<file path="src/rtl/serial_link_master.sv">
// serial_link_master
//   Frame-level initiator for the MUX serial bias/monitor link. Each frame
//   shifts a TX_WIDTH-bit command out on mosi, MSB first. It then shifts an
//   RX_WIDTH-bit response in from miso. The slave samples mosi on the rising
//   sclk edge and updates miso on the falling sclk edge.
//
// Parameters
//   TX_WIDTH     command bits per frame (>= 1)
//   RX_WIDTH     response bits per frame (0 = write-only frame)
//   HALF_PERIOD  CLK cycles per sclk half-period (>= 2)
//
// Ports
//   CLK      in   system clock, rising edge
//   reset_n  in   asynchronous active-low reset
//   start    in   frame request, honoured only while idle
//   txData   in   command word, latched when start is accepted
//   busy     out  frame in progress
//   done     out  one-cycle pulse in the cycle after the frame ends
//   rxData   out  last captured response (MSB = first bit received)
//   sclk     out  serial clock, idles low
//   ss_n     out  active-low slave select
//   mosi     out  serial data to slave
//   miso     in   serial data from slave (asynchronous to CLK)
module serial_link_master #(
  parameter int TX_WIDTH    = 5,
  parameter int RX_WIDTH    = 8,
  parameter int HALF_PERIOD = 4
) (
  input  logic                                       CLK,
  input  logic                                       reset_n,
  input  logic                                       start,
  input  logic [TX_WIDTH-1:0]                        txData,
  output logic                                       busy,
  output logic                                       done,
  output logic [((RX_WIDTH > 0) ? RX_WIDTH : 1)-1:0] rxData,
  output logic                                       sclk,
  output logic                                       ss_n,
  output logic                                       mosi,
  input  logic                                       miso
);

  localparam int RX_W   = (RX_WIDTH > 0) ? RX_WIDTH : 1;
  localparam int N_BITS = TX_WIDTH + RX_WIDTH;
  localparam int BIT_W  = $clog2(N_BITS + 1);
  localparam int PH_W   = $clog2(HALF_PERIOD);

  localparam logic [BIT_W-1:0] BITS_INIT = BIT_W'(N_BITS);
  localparam logic [BIT_W-1:0] RX_BITS   = BIT_W'(RX_WIDTH);
  localparam logic [BIT_W-1:0] BIT_ONE   = BIT_W'(1);
  localparam logic [PH_W-1:0]  PH_INIT   = PH_W'(HALF_PERIOD - 1);
  localparam logic [PH_W-1:0]  PH_ONE    = PH_W'(1);

  typedef enum logic [1:0] {
    IDLE  = 2'd0,
    SETUP = 2'd1,
    SHIFT = 2'd2
  } stateT;

  stateT               state;
  stateT               stateNext;
  logic [PH_W-1:0]     phaseCnt;
  logic [BIT_W-1:0]    bitCnt;
  logic [TX_WIDTH-1:0] txShift;
  logic [TX_WIDTH-1:0] txShiftNext;
  logic [RX_W-1:0]     rxShift;
  logic [1:0]          misoSync;

  logic phaseEnd;
  logic accept;
  logic riseEv;
  logic fallEv;
  logic frameEnd;
  logic txFall;
  logic rxFall;
  logic nextIsTx;

  // Next-state and event decode
  always_comb begin
    stateNext = state;
    accept    = 1'b0;
    riseEv    = 1'b0;
    fallEv    = 1'b0;
    frameEnd  = 1'b0;
    phaseEnd  = (phaseCnt == '0);
    case (state)
      IDLE: begin
        if (start) begin
          stateNext = SETUP;
          accept    = 1'b1;
        end
      end
      SETUP: begin
        if (phaseEnd) begin
          stateNext = SHIFT;
          riseEv    = 1'b1;
        end
      end
      SHIFT: begin
        if (phaseEnd) begin
          if (sclk) begin
            fallEv = 1'b1;
          end else if (bitCnt == '0) begin
            // bitCnt counts down on each fall, so zero here means the low
            // phase of the final bit has just completed.
            stateNext = IDLE;
            frameEnd  = 1'b1;
          end else begin
            riseEv = 1'b1;
          end
        end
      end
      default: stateNext = IDLE;
    endcase
  end

  // The bit ending at this fall is a TX bit while more than RX_WIDTH bits
  // remain; the following bit is still TX if more than RX_WIDTH+1 remain.
  assign txFall      = fallEv && (bitCnt > RX_BITS);
  assign rxFall      = fallEv && (bitCnt <= RX_BITS) && (RX_WIDTH > 0);
  assign nextIsTx    = (bitCnt - BIT_ONE) > RX_BITS;
  assign txShiftNext = txShift << 1;

  // State register
  always_ff @(posedge CLK or negedge reset_n) begin
    if (!reset_n) begin
      state <= IDLE;
    end else begin
      state <= stateNext;
    end
  end

  // Link control and pin registers
  always_ff @(posedge CLK or negedge reset_n) begin
    if (!reset_n) begin
      busy     <= 1'b0;
      done     <= 1'b0;
      rxData   <= '0;
      sclk     <= 1'b0;
      ss_n     <= 1'b1;
      mosi     <= 1'b0;
      phaseCnt <= '0;
      bitCnt   <= '0;
    end else begin
      done <= frameEnd;
      if (accept) begin
        busy     <= 1'b1;
        ss_n     <= 1'b0;
        sclk     <= 1'b0;
        mosi     <= txData[TX_WIDTH-1];
        phaseCnt <= PH_INIT;
        bitCnt   <= BITS_INIT;
      end else if (riseEv) begin
        sclk     <= 1'b1;
        phaseCnt <= PH_INIT;
      end else if (fallEv) begin
        sclk     <= 1'b0;
        phaseCnt <= PH_INIT;
        bitCnt   <= bitCnt - BIT_ONE;
        if (txFall) begin
          mosi <= nextIsTx ? txShiftNext[TX_WIDTH-1] : 1'b0;
        end
      end else if (frameEnd) begin
        busy <= 1'b0;
        ss_n <= 1'b1;
        sclk <= 1'b0;
        mosi <= 1'b0;
        if (RX_WIDTH > 0) begin
          rxData <= rxShift;
        end
      end else if (state != IDLE) begin
        phaseCnt <= phaseCnt - PH_ONE;
      end
    end
  end

  // Shift datapath; the capture samples the synchronized miso on the edge
  // that ends each RX high phase, a full sclk period after the slave update.
  always_ff @(posedge CLK) begin
    misoSync <= {misoSync[0], miso};
    if (accept) begin
      txShift <= txData;
    end else if (txFall) begin
      txShift <= txShiftNext;
    end
    if (rxFall) begin
      rxShift <= (rxShift << 1) | RX_W'(misoSync[1]);
    end
  end

endmodule
</file>
<file path="config.mk">
export PLATFORM = sky130hd
export DESIGN_NAME = serial_link_master
export DESIGN_NICKNAME = d
export VERILOG_FILES = /design/src/rtl/serial_link_master.sv
export SDC_FILE = /design/constraint.sdc
export NUM_CORES = 1
export LEC_CHECK = 0
export ABC_AREA = 1
export CAP_MARGIN = 20
export CORE_MARGIN = 5
export CORE_UTILIZATION = 54
export DETAILED_ROUTE_END_ITERATION = 10
export PLACE_DENSITY = 0.78
export SLEW_MARGIN = 25
export SYNTH_ARGS = -nofsm -noshare
export SYNTH_HDL_FRONTEND = slang
export SYNTH_SLANG_ARGS = --single-unit
</file>
<file path="constraint.sdc">
create_clock -name CLK -period 2.15 [get_ports CLK]
set_clock_uncertainty 0.15 [all_clocks]
set_input_delay 0.43 -clock CLK [delete_from_list [all_inputs] [get_ports CLK]]
set_output_delay 0.43 -clock CLK [all_outputs]
set_load 0.02 [all_outputs]
</file>
[Word-level counts from Yosys, hierarchy flattened]
Index checks and enable logic that the tools add are counted.
Storage, ports and cells
  register bits: 35
  output and inout bits: 13
  logic and storage cells: 96
  bits of input ports: 9
Operators by class
  reduce and logical (&&, ||, !) cells: 18
  bitwise operators: 4
  magnitude comparators: 3
  mux-type cells: 46
  equal/unequal tests: 11
  add/subtract/negate cells: 2
Operators with widths (count)
  $mux 1: 29
  $mux 2: 10
  $mux 4: 5
  $ne 2x2->1 const B: 7
  $gt 4x4->1 const B: 2
  $or 8x1->8: 1
  $reduce_bool 2->1: 4
  $reduce_bool 4->1: 2
  $pmux 2 s3: 1
  $reduce_and 3->1: 2
  $reduce_and 5->1: 1
  $le 4x4->1 const B: 1
  $logic_not 2->1: 2
  $logic_not 4->1: 1
  $ne 4x4->1 const B: 1
  $reduce_and 2->1: 2
  $reduce_and 4->1: 1
  $sub 4x1->4 const B: 1
  $ne 3x2->1 const B: 1
  $not 1->1: 3
  $reduce_bool 3->1: 1
  $eq 2x1->1 const B: 1
  $eq 2x2->1 const B: 1
  $logic_and 1x1->1: 2
  other kinds (2): 2

[Depth between registers and ports, before layout]
Gate-level depths: netlist of run 1.
  depth after elaboration: 9
  mapped depth: 9
  mapped depth without buffers: 9

[Worst setup path after synthesis of run 1]
Ideal clock, no wire load.
  path kind: register -> register
  from: register state[0]
  to: register rxShift[0] (enable)
  stages on the path, launching flop included: 5
  required time: 1.630 ns
  arrival time: 1.294 ns
  setup time: 0.370 ns
  clock period less this slack: 1.814 ns
  setup slack: 0.336 ns
  path buffers: 0
  cells stage by stage: dfrtp_1 > inv_1 > ha_1 > nand3_1 > nor2_1
On the way
  cells in the longest elaborated chain, start to end: 3
Ends and longest elaborated chain
  from (decl): RTL line 59  | stateT state;
  from (signal assigned): RTL line 128  | state <= stateNext;
  $eq 2x2->1: RTL line 85  | case (state)
  $mux 1: RTL line 85
  $logic_and 1x1->1: RTL line 119  | assign rxFall = fallEv && (bitCnt <= RX_BITS) && (RX_WIDTH > 0);
  via rxFall: RTL line 74  | logic rxFall;
  to (signal assigned): RTL line 186  | rxShift <= (rxShift << 1) | RX_W'(misoSync[1]);
  to (decl): RTL line 65  | logic [RX_W-1:0] rxShift;
The timed path passes the listed nets, and every way through them passes these cells.
A chain may end at the register's enable or synchronous reset.

[Final worst setup path of run 1]
  from: register ss_n
  to: output port ss_n
RTL lines
  from (decl): RTL line 37  | output logic ss_n,
  from (signal assigned): RTL line 139  | ss_n <= 1'b1;
  from (signal assigned): RTL line 147  | ss_n <= 1'b0;
  from (signal assigned): RTL line 164  | ss_n <= 1'b1;
No word-level cell between the ends.

==> results_dict.tcl, run 1 <==
set metrics [dict create \
    gr-max-usage-layer "met2" \
    synthToLayoutAreaGrowth_pct 19.0 \
    clock_tree.root_cell "sky130_fd_sc_hd__clkbuf_4" \
    layout.cells.most_common "sky130_fd_sc_hd__nand2_1" \
    grt_pass1_wl_mm 5.57 \
    grt_max_degree 22 \
    met3_usage_pct 5.30 \
    vdd_ir_drop_max_uv 501 \
    syn-cell-area_um2 1670 \
    layout_min_cycle_time_ns 2.05 \
    global_route.usage.met2_pct 27.9 \
    p_leak_uw 0.000973 \
    cts-root-to-sink-buffers 2 \
    grt_setup_unrepaired "no" \
    antenna_diode_count 0 \
    drt_via_density 5.22 \
    commonest_cells_after_routing_fill_and_taps_aside "62 x sky130_fd_sc_hd__nand2_1, 21 x sky130_fd_sc_hd__clkdlybuf4s50_1, 20 x sky130_fd_sc_hd__dfrtp_1, 17 x sky130_fd_sc_hd__inv_1, 14 x sky130_fd_sc_hd__nand3_1" \
    clock_insertion_delay_worst_skew_ns 0.34 \
    startpoint_type "register" \
    required_ns 1.57 \
    tritoncts.num_buffers 5 \
    via_count 1248 \
    post_synth_num_cell_types 25 \
    power.density_nw_per_um2 1100 \
    drt_first_iter_violations 48 \
    worst_hold_slack_ns 0.186 \
    nFillCells 241 \
    slew_headroom_pct 78.5 \
    critical_path.max_fanout 2 \
    path_clk_slew_ns 0.10 \
    cts_setup_buffers 0 \
    critPathArrivalTime_ns 1.47 \
    worstSetupPathType "register to output port" \
    cts_max_level 2 \
    dieArea_um2 4310 \
    cap_viol_max_count 0 \
    timing_max_transition_violations_final 0 \
    io_buffer_count 21 \
    overall_die_height_um 65.7 \
    groute.layer.met1.usage_pct 21.8 \
    synth-seq-area-share_pct 55.4 \
    grt_antenna_before_repair 0 \
    cp-end-kind "output port" \
    worst_path_largest_cell_delay_ns 0.60 \
    post_cts_resize_count 0 \
    timing_hold_violations_final 0 \
    dp.final_hpwl_mm 2.25 \
    start_util_pct 55.7 \
    cell_chain_critical_path "clkdlybuf4s50_1" \
    totalWireLength_mm 3.17 \
    worstPathBufferInverterCount 1 \
    syn_area_per_cell_um2 9.56 \
    worstMarginPinSlew_ns 0.322 \
    gr-usage-all-layers_pct 17.3 \
    finalWeightedCongestion 0.872 \
    placeableCoreArea_um2 3000 \
    setup_viol_count_final 0 \
    setup-tns-final_ns 0 \
    number_of_nets_still_failing_antenna_checks_after_routing 0 \
    cts_hold_buffers 0 \
    synth_fp_nets 192 \
    wl_per_cell_um 13.2 \
    syn-instance-count 175 \
    final_core_util_pct 66.3 \
    final.period_utilization_pct 95.4 \
    die_w_um 65.7 \
    achievable-frequency_mhz 487 \
    first_global_vias 1190 \
    num_clock_sinks 35 \
    yosysWarningCount 0 \
    design.portCount 22 \
    synth_seq_cells 35 \
    core.rowCount 20 \
    critPathTopFamily "buffers and inverters" \
    run_status "finished, final reports clean" \
    cp_slowest_cell "sky130_fd_sc_hd__clkdlybuf4s50_1" \
    grt_remaining_overflow 0 \
    tritoncts_clock_tree "built" \
    drive_gt1_share_pct 13.1 \
    nets 222 \
    drcViolationCount 0 \
    hold_class "register to register" \
    drt-pass1-iter-count 4 \
]
==> cell type report <==
class                           count  area [µm²]  share of cell area, %
Inverter                           18        68.8                   3.46
Timing Repair Buffer               27         255                   12.8
Clock buffer                        6        41.3                   2.07
Multi-Input combinational cell    118         644                   32.4
Tap cell                           33        41.3                   2.07
Clock inverter                      2        12.5                  0.629
Sequential cell                    35         927                   46.6
==> worst paths after layout <==
check | to | depth (start not counted) | slack, ns | from
worst min-delay path | misoSync[1] | 0 | 0.19 | misoSync[0]
min in group asynchronous | phaseCnt[1] | 2 | 0.29 | reset_n
worst max-delay path | ss_n | 1 | 0.1 | ss_n
worst min register to register | misoSync[1] | 0 | 0.19 | misoSync[0]
max in group asynchronous | ss_n | 2 | 1.28 | reset_n
worst max register to register | rxData[7] | 9 | 0.27 | bitCnt[0]
==> cell families (layout without fill, tap and decap cells) <==
group | Yosys count | count (layout) | share of synthesized area, %
simple gates | 102 | 102 | 29.1
flops | 35 | 35 | 55.4
buf+inv | 22 | 53 | 6.06
fa+ha+maj | 8 | 8 | 5.98
compound gates | 7 | 7 | 2.92
xor+xnor | 1 | 1 | 0.524
==> synth_stat cells (all sizes together) <==
library cell / count / area, µm²
a21oi: 1 / 5.00
ha: 8 / 100
nand3: 18 / 118
o2111ai: 1 / 8.76
o21bai: 1 / 7.51
clkinv: 1 / 5.00
nand2: 66 / 268
xnor2: 1 / 8.76
o21ai: 3 / 15.0
dfstp: 1 / 26.3
inv: 17 / 63.8
dfrtp: 20 / 500
a31oi: 1 / 12.5
dfxtp: 2 / 40.0
nor2: 9 / 38.8
buf: 4 / 32.5
nand4: 9 / 62.6
edfxtp: 12 / 360
==> stage by stage <==
stage / instance area, µm² / std cells / setup WS [ns] / power [µW]
CTS: 1990 / 239 / 0.0812 / 2210
global route: 1990 / 239 / 0.0449 / 2380
floorplan: 1670 / 175 / 0.336 / 1590
global placement: 1940 / 231 / 0.293 / 1800
finish: 1990 / 239 / 0.0986 / 2190
detailed placement: 1940 / 231 / 0.263 / 1850
==> flip-flops by register name, indices dropped and copies added (netlist names) <==
signal / count
bitCnt: 4
busy: 1
done: 1
misoSync: 2
mosi: 1
phaseCnt: 2
rxData: 8
rxShift: 8
sclk: 1
ss_n: 1
state: 2
txShift: 4
==> power by group <==
group | internal [µW] | leakage, µW | switching (µW)
Sequential | 834 | 0.000392 | 97.9
Combinational | 352 | 0.000552 | 560
Clock | 126 | 0.0000282 | 216
==> layer usage <==
metal	vias to the layer above	part of all wire, %
met5	-	0
met4	0	1.5
met3	6	5.5
met2	35	49
met1	577	44
li1	630	-
Power figures use the tool's default switching activity.
==> run 2: changes to the inputs <==
CORE_UTILIZATION = 50   (was 54)
MAX_ROUTING_LAYER = met4   (was not set)
PLACE_DENSITY = 0.73   (was 0.78)
==> results_dict.tcl, run 2 (synthesized netlist as in run 1, its figures left out) <==
set metrics [dict create \
    core.rowCount 21 \
    groute.layer.met1.usage_pct 19.4 \
    cp-startpoint "ss_n" \
    synthToLayoutAreaGrowth_pct 22.1 \
    worst_hold_slack_ns 0.203 \
    instances_no_fill 250 \
    drt-pass1-iter-count 4 \
    overall_die_height_um 67.8 \
    power.density_nw_per_um2 1180 \
    dp.final_hpwl_mm 2.29 \
    drt_via_density 4.94 \
    nets 220 \
    reg.largest.list "rxData (8), rxShift (8)" \
    finalWeightedCongestion 0.908 \
    required_ns 1.57 \
    cts_setup_buffers 0 \
    critPathTopFamily "buffers and inverters" \
    antenna_diode_count 0 \
    timing_hold_violations_final 0 \
    met3_usage_pct 5.91 \
    worst_r2r_path_depth 9 \
    p_leak_uw 0.000986 \
    vdd_ir_drop_max_uv 649 \
    cell_internal_power_uw 1540 \
    start_util_pct 50.9 \
    grt_antenna_before_repair 0 \
    tritoncts.num_buffers 5 \
    num_clock_sinks 35 \
    grt_remaining_overflow 0 \
    cap_viol_max_count 0 \
    critical_path.reg2reg.endpoint "rxData[6]" \
    tritoncts_clock_tree "built" \
    drcViolationCount 0 \
    wl_per_cell_um 12.6 \
    run_status "finished, final reports clean" \
    number_of_nets_still_failing_antenna_checks_after_routing 0 \
    dieArea_um2 4600 \
    setup-tns-final_ns 0 \
    worstPathBufferInverterCount 1 \
    grt_setup_unrepaired "no" \
    final_design_area_no_fill_um2 2040 \
    swShare_pct 36.0 \
    cp-end-kind "output port" \
    worstMarginPinSlew_ns 0.358 \
    critPathArrivalTime_ns 1.48 \
    cp_slowest_cell "sky130_fd_sc_hd__clkdlybuf4s50_1" \
    first_global_vias 1246 \
    critical_path.max_fanout 2 \
    drt_first_iter_violations 51 \
    final.period_utilization_pct 95.8 \
    power.share.sequential_pct 38.8 \
    die_w_um 67.8 \
    critical_path.reg2reg.startpoint "state[0]" \
    cts_max_level 2 \
    design.portCount 22 \
    share_comb_of_total_power_pct 37.1 \
    cts-root-to-sink-buffers 2 \
    via_count 1236 \
    clock_insertion_delay_worst_skew_ns 0.34 \
    achievable-frequency_mhz 486 \
    slew_headroom_pct 76.0 \
    cp_num_cells 1 \
    placeableCoreArea_um2 3280 \
    endpoint "ss_n" \
    setup_viol_count_final 0 \
    report.power.total_uw 2410 \
    startpoint_type "register" \
    drive_gt1_share_pct 12.7 \
    grt_max_degree 22 \
    hold_class "register to register" \
    path_clk_slew_ns 0.10 \
    dpl-instance-area_um2 1940 \
    worst_path_largest_cell_delay_ns 0.59 \
    placed_cells 242 \
    gr-usage-all-layers_pct 16.6 \
    clkPwrFrac_pct 24.1 \
    clock_tree.root_cell "sky130_fd_sc_hd__clkbuf_4" \
    gr-max-usage-layer "met2" \
    layout.cells.most_common "sky130_fd_sc_hd__nand2_1" \
    commonest_cells_after_routing_fill_and_taps_aside "62 x sky130_fd_sc_hd__nand2_1, 21 x sky130_fd_sc_hd__clkdlybuf4s50_1, 20 x sky130_fd_sc_hd__dfrtp_1, 17 x sky130_fd_sc_hd__inv_1, 14 x sky130_fd_sc_hd__nand3_1" \
    switching_power_uw 869 \
    cell_chain_critical_path "clkdlybuf4s50_1" \
    io_buffer_count 21 \
    timing_max_transition_violations_final 0 \
    grt_pass1_wl_mm 5.42 \
    r2r_slack_ns 0.26 \
    totalWireLength_mm 3.15 \
    worstSetupPathType "register to output port" \
    layout_min_cycle_time_ns 2.06 \
    global_route.usage.met2_pct 26.5 \
    nFillCells 279 \
]
==> run 2: cell types whose count changed in the layout (fill, tap and decap cells not counted) <==
cell                         previous run  this run
sky130_fd_sc_hd__buf_4                  6         4
sky130_fd_sc_hd__bufinv_16              0         2
sky130_fd_sc_hd__clkinvlp_4             1         0
sky130_fd_sc_hd__ha_2                   0         1
sky130_fd_sc_hd__ha_1                   8         7
sky130_fd_sc_hd__clkinv_2               2         1
==> run 2: worst min path at each step <==
stage / from / end / slack [ns] / cells past startpoint
4_1_cts: misoSync[0] / misoSync[1] / 0.21 / 0
3_3_place_gp: misoSync[0] / misoSync[1] / 0.17 / 0
2_1_floorplan: reset_n / bitCnt[0] / -0.02 / 0
6_report: misoSync[0] / misoSync[1] / 0.20 / 0
3_5_place_dp: misoSync[0] / misoSync[1] / 0.18 / 0
5_1_grt: misoSync[0] / misoSync[1] / 0.21 / 0
==> run 2: worst register-to-register path: cells and delay by family (launching register included) <==
family	cells	cell delay, ns
and+or+nand+nor	6	0.67
DFF	1	0.43
adders and majority gates	1	0.25
buffers and inverters	2	0.30
==> run 2: timing repair <==
item / in CTS / in global routing
endpoints found under the setup margin: 0 / 1
resized for setup: 0 / 1
hold buffers: 0 / 0
==> run 2: metal layers <==
metal	wire (µm)	share of wire, %
met1	1420	45
met2	1570	50
met3	119	3.8
met4	29	0.92
met5	0	0
==> run 2: area by class of cell <==
| class | count | area, µm² | area share [%] |
|---|---|---|---|
| sequential | 35 | 927 | 45.4 |
| multi-input combinational | 118 | 647 | 31.7 |
| timing repair buffer | 25 | 240 | 11.8 |
| inverter | 18 | 68.8 | 3.37 |
| clock inverter | 2 | 60.1 | 2.94 |
| tap | 46 | 57.6 | 2.82 |
| clock buffer | 6 | 41.3 | 2.02 |
==> run 2: metrics by stage <==
step	util (%)	setup WS (ns)
after floorplan	-	0.336
after global placement	59.0	0.198
after detailed placement	59.0	0.172
after CTS	62.1	0.0693
after global routing	62.2	0.0270
final	62.2	0.0906
==> run 2: power groups by stage <==
stage / registers (µW) / logic (µW) / clock network (µW)
2_1_floorplan: 975 / 613 / 0
3_3_place_gp: 939 / 857 / 0
3_5_place_dp: 946 / 896 / 0
4_1_cts: 933 / 902 / 592
5_1_grt: 954 / 1020 / 642
6_report: 935 / 895 / 581
==> run 3: changes to the inputs <==
CTS_CLUSTER_DIAMETER = 200   (was not set)
==> results of run 3 <==
Final layout, timing and power as in run 2 (identical DEF).
